<file path="src/rtl/acumulador_bloque.sv">
// Block accumulator: sums N_MUESTRAS signed samples with saturation
// and hands each block sum downstream over a valid/ready port.
module acumulador_bloque #(
    parameter int IN_W       = 5,
    parameter int ACC_W      = 8,
    parameter int N_MUESTRAS = 4
) (
    input  logic             clk,
    input  logic             rst,
    input  logic             in_valid,
    output logic             in_ready,
    input  logic [IN_W-1:0]  in_data,
    input  logic             clear,
    output logic             out_valid,
    input  logic             out_ready,
    output logic [ACC_W-1:0] out_data,
    output logic             out_ovf
);

    localparam int CNT_W = $clog2(N_MUESTRAS + 1);
    localparam logic [CNT_W-1:0] CNT_FIN = CNT_W'(N_MUESTRAS);

    typedef enum logic {
        ACUM,
        SALIDA
    } estado_t;

    estado_t          estado_q, estado_d;
    logic [ACC_W-1:0] acc_q, acc_d;
    logic [CNT_W-1:0] cnt_q, cnt_d;
    logic             ovf_q, ovf_d;
    logic [ACC_W-1:0] dout_q, dout_d;
    logic             dovf_q, dovf_d;

    logic [ACC_W:0]   suma;
    logic [ACC_W-1:0] acc_sat;
    logic             sat;
    logic [CNT_W-1:0] cnt_inc;

    // ACC_W+1 bits cannot overflow, so a mismatch of the top two bits
    // means the ACC_W-bit result is out of range.
    assign suma = {{(ACC_W + 1 - IN_W){in_data[IN_W-1]}}, in_data}
                + {acc_q[ACC_W-1], acc_q};
    assign sat  = suma[ACC_W] ^ suma[ACC_W-1];
    assign acc_sat = !sat ? suma[ACC_W-1:0]
                   : suma[ACC_W] ? {1'b1, {(ACC_W - 1){1'b0}}}
                   : {1'b0, {(ACC_W - 1){1'b1}}};
    assign cnt_inc = cnt_q + 1'b1;

    always_comb begin
        estado_d = estado_q;
        acc_d    = acc_q;
        cnt_d    = cnt_q;
        ovf_d    = ovf_q;
        dout_d   = dout_q;
        dovf_d   = dovf_q;
        if (clear) begin
            estado_d = ACUM;
            acc_d    = '0;
            cnt_d    = '0;
            ovf_d    = 1'b0;
        end else begin
            case (estado_q)
                ACUM: begin
                    if (in_valid) begin
                        if (cnt_inc == CNT_FIN) begin
                            dout_d   = acc_sat;
                            dovf_d   = ovf_q | sat;
                            acc_d    = '0;
                            cnt_d    = '0;
                            ovf_d    = 1'b0;
                            estado_d = SALIDA;
                        end else begin
                            acc_d = acc_sat;
                            cnt_d = cnt_inc;
                            ovf_d = ovf_q | sat;
                        end
                    end
                end
                SALIDA: begin
                    if (out_ready) estado_d = ACUM;
                end
                default: estado_d = ACUM;
            endcase
        end
    end

    always_ff @(posedge clk) begin
        if (rst) begin
            estado_q <= ACUM;
            acc_q    <= '0;
            cnt_q    <= '0;
            ovf_q    <= 1'b0;
            dout_q   <= '0;
            dovf_q   <= 1'b0;
        end else begin
            estado_q <= estado_d;
            acc_q    <= acc_d;
            cnt_q    <= cnt_d;
            ovf_q    <= ovf_d;
            dout_q   <= dout_d;
            dovf_q   <= dovf_d;
        end
    end

    assign in_ready  = (estado_q == ACUM);
    assign out_valid = (estado_q == SALIDA);
    assign out_data  = dout_q;
    assign out_ovf   = dovf_q;

endmodule

</file>
<file path="config.mk">
export PLATFORM = sky130hd
export DESIGN_NAME = acumulador_bloque
export DESIGN_NICKNAME = d
export VERILOG_FILES = /design/src/rtl/acumulador_bloque.sv
export SDC_FILE = /design/constraint.sdc
export NUM_CORES = 1
export LEC_CHECK = 0
export BUFFER_PORTS_ARGS = -buffer_cell sky130_fd_sc_hd__buf_2
export CAP_MARGIN = 20
export CORE_MARGIN = 2
export CORE_UTILIZATION = 41
export CTS_CLUSTER_SIZE = 12
export DETAILED_ROUTE_END_ITERATION = 10
export SLEW_MARGIN = 10
export SYNTH_ARGS = -nofsm -noshare
export SYNTH_HDL_FRONTEND = slang
export SYNTH_SLANG_ARGS = --single-unit
</file>
<file path="constraint.sdc">
create_clock -name clk -period 4.1 [get_ports clk]
set_clock_uncertainty 0.15 [all_clocks]
set_input_delay 0.82 -clock clk [delete_from_list [all_inputs] [get_ports clk]]
set_output_delay 0.82 -clock clk [all_outputs]
set_load 0.02 [all_outputs]
</file>
Yosys cells after proc, flatten, opt, wreduce, memory -nomap -nowiden
Cells that the tools add are included.
Cells by class
  add/subtract/negate cells: 2
  equality and inequality tests: 1
  reductions and logical operators: 3
  bitwise operators: 4
  muxes and demuxes: 9
Operator list (count)
  8-bit 2-to-1 mux: 3
  5-bit by 8-bit adder with 9-bit output: 1
  1-bit 2-to-1 mux: 4
  4-bit AND reduction: 1
  3-bit by 1-bit adder with 3-bit output (second input constant): 1
  3-bit == test (second input constant): 1
  3-bit 2-to-1 mux: 1
  1-bit inverter: 2
  1-bit one-hot mux with 2 select lines: 1
  2-bit AND reduction: 1
  2-bit OR reduction: 1
  1-bit OR: 1
  1-bit XOR: 1
Word-level totals
  register bits: 22

Depth between registers and ports, before layout
  word-level depth: 5
  gate-level depth with buffers: 9
  gate-level depth less buffers: 8

Worst setup path after synthesis
OpenSTA, ideal clock, no wires.
  path kind: in2reg
  start point: input port in_data[0]
  end point: register dout_q[2] (netlist: out_data[2])
  arrival time: 2.682 ns
  setup slack: 1.193 ns
  stages: 8
  cell sequence: ha_1 -> inv_1 -> fa_1 -> nand2b_1 -> a211o_1 -> a21o_1 -> or4_1 -> a31oi_1
On the way
  longest elaborated chain between the ends: 3
  elaborated cells on any way between the ends: 4
Ends and longest elaborated chain
  from (decl): line 12  | input logic [IN_W-1:0] in_data,
  5-bit by 8-bit adder with 9-bit output *: line 43  | + {acc_q[ACC_W-1], acc_q};
  8-bit 2-to-1 mux or 1-bit XOR (tied branches): line 46, 44
  8-bit 2-to-1 mux *: line 45  | assign acc_sat = !sat ? suma[ACC_W-1:0]
  to (signal assigned): line 101  | dout_q <= dout_d;
  to (decl): line 32  | logic [ACC_W-1:0] dout_q, dout_d;
Every way passes the cells marked *; elsewhere a longest branch is shown, timed or not.
A chain may end at the register's enable or synchronous reset.

Final worst setup path
  start point: input port in_data[0]
  end point: register dout_q[6] (netlist: out_data[6])
Same word-level chain as after synthesis.

==> impl_results.md <==
- Status: completed
- RSZ-0062 raised after global routing: no
- Vias in the first global route: 1314
- Drt drc: 0
- RR Startpoint: acc_q[0]
- Register area: 440 um^2
- PwrDens: 268 nW/um^2
- Vias: 1412
- Setup TNS: 0 ns
- Area of the multi-input gates: 1000 um^2
- # diodes: 0
- DR pass1 iterations: 4
- Postcts setup bufs: 0
- Global-route wire length before repair: 5.75 mm
- Initial antenna violation count: 0
- Type of the worst min-delay path: reg2reg
- Filler cells: 341
- Ys flop type: dfxtp_1
- Crit path DAT: around 3.1 ns
- Chip width: 64.5 um
- Final Max Slew Viols: 0
- Post-synth EDFFs: 0
- Initial Util: 0.440
- Core footprint: around 3400 um^2
- CTS tree: built
- Die area: between 4000 and 5000 um^2
- I/O Buffers: 20
- Actual slew at the worst max-slew pin: about 0.67 ns
- Largest net degree at the start of global routing: 21
- Syn Area/Cell: 8.20 um^2
- WHS Path Cells: 2
- Synth Cell Area: 1500 um^2
- Root Driver: clkbuf_4
- DR WL/cell: 13.2 um
- Drt total wl: 3.23 mm
- CP required: between 4 and 5 ns
- Setup crit end kind: register
- Layout cell share with drive strength beyond 1: 0.167
- Clock Sink Count: 22
- Max_slew headroom: 0.553
- Hold_buf cts: 0
- Hold Path Origin: cnt_q[1]
- Total power: about 0.44 mW
- Sequential area share after synthesis: 0.293
- Max Clk Rate: 329 MHz
- Min cycle time layout: 3.04 ns
- Die Y: approximately 65 um
- Worst setup path class: in2reg
- R2r worst-path depth: 8
- Crit path launch type: input port
- Max Cap Viol: 0
- Synth unique cells: between 40 and 50
- Post-synth ARST share: 0
- Commonest non-fill, non-tap cell in the layout: dfxtp_1
- Period utilization: 0.741
- Most frequent cells in the layout: dfxtp_1, buf_2, nor2_1, nand2_1, nand3_1
- Clock latency on the worst-skew pair: 0.29 ns
- Lkg Pwr: between 0.6 and 0.7 nW
- Nets: about 220
- Layout area overhead: 10.4%
- Setup-failing EPs final: 0
- Setup slack, reg-to-reg: about 1.3 ns
- Hold Path End: cnt_q[1]
- Crit-path max FO: 12
- Global route overflow: 0
- Reg2Reg Capture Point: out_data[6]
- Syn Nets: around 210
- Iter 0 DRT Violations: 105
- CTS buffer count: 3
- Worst hold slack: 0.322 ns
- Post-Syn Instances: 183
- Clock slew at reported path FFs: 0.11 ns
- Fin. Hold Viols: 0
- I/O Pins: 21
- Row cnt: 21
- Post-cts repair resize count: 0
- Gr usage total: 0.170
- Gpl congestion: 0.769
- Hpwl dp: 2.58 mm
- CTS Buffer Depth: 2
- Via density per instance: about 5.8
- H-tree levels: 1
- Post-DRT Antenna Nets: 0
- Syn. warnings: 0
- Peak supply drop: 0.176 mV
- Yosys reg bits: 22
==> layer usage <==
metal	routed length (um)	vias up	GRT usage
met5	0	-	0
met4	9	0	0.00798
met3	87	2	0.0365
met2	1550	21	0.306
met1	1570	665	0.219
li1	-	724	-
==> logic make-up (layout without fill, tap and decap cells) <==
family          after synthesis  in the layout  share of synthesized area
compound gates               51             51                      0.260
xor+xnor                      3              3                     0.0175
fa+ha+maj                    12             12                      0.105
buf+inv                      17             32                     0.0450
flops                        22             22                      0.293
mux                           1              1                    0.00750
simple gates                 77             77                      0.272
==> cells in the mapped netlist, types with 2 or more instances <==
cell,count,area share
inv_1,8,0.020
nor2_1,16,0.040
nand3_2,2,0.013
nor3b_1,3,0.015
buf_2,2,0.0067
ha_1,11,0.092
o21ai_1,2,0.0067
a2111oi_0,2,0.012
a21o_1,3,0.015
o21bai_1,2,0.010
clkbuf_1,5,0.013
nand3b_1,2,0.010
a311oi_1,13,0.076
nand4_1,4,0.017
nor2b_1,3,0.013
o21ai_0,2,0.0067
nor3_1,3,0.010
dfxtp_1,22,0.29
nand2_1,16,0.040
nand2b_1,3,0.013
a21oi_1,13,0.043
a211o_1,2,0.012
a211oi_1,4,0.020
nand3_1,15,0.050
xnor2_1,2,0.012
==> sequential cells by signal (all words and copies together), names as in the netlist <==
name / flops
acc_q: 8
out_data: 8
cnt_q: 3
out_ovf: 1
out_valid: 1
ovf_q: 1
==> worst max path at each step <==
stage / start / endpoint / slack (ns) / cells after the start
floorplan: in_data[0] / out_data[2] / 1.19 / 8
global placement: in_data[0] / out_data[6] / 0.86 / 9
detailed placement: in_data[0] / out_data[6] / 0.77 / 9
CTS: in_data[0] / out_data[6] / 1.08 / 9
global route: in_data[4] / out_data[6] / 0.75 / 7
finish: in_data[0] / out_data[6] / 1.06 / 9
==> worst max-delay path, cell delays in order <==
cell,delay (ns)
buf_2,0.08
ha_1,0.18
inv_1,0.06
fa_1,0.39
nand2b_1,0.19
a211o_1,0.33
a21oi_2,0.27
nand3_1,0.40
a311oi_1,0.38
==> metrics by stage <==
step | utilization | cell area, um^2 | setup slack (ns) | std cells
finish | 0.485 | 1660 | 1.06 | 244
global route | 0.485 | 1660 | 0.753 | 244
detailed placement | 0.479 | 1640 | 0.768 | 241
global placement | 0.479 | 1640 | 0.856 | 241
CTS | 0.485 | 1660 | 1.08 | 244
floorplan | - | 1500 | 1.19 | 183
==> where the power goes <==
group / internal, mW / switching (mW) / total (mW)
logic: 0.0475 / 0.0786 / 0.126
registers: 0.220 / 0.00557 / 0.226
clock network: 0.0342 / 0.0583 / 0.0925
==> final cells by class <==
type	instances	share of cell area
tap	46	0.0347
timing repair buffer	21	0.0649
multi-input combinational	144	0.603
inverter	8	0.0181
sequential	22	0.266
clock buffer	3	0.0136
Power figures use the tool's default switching activity.
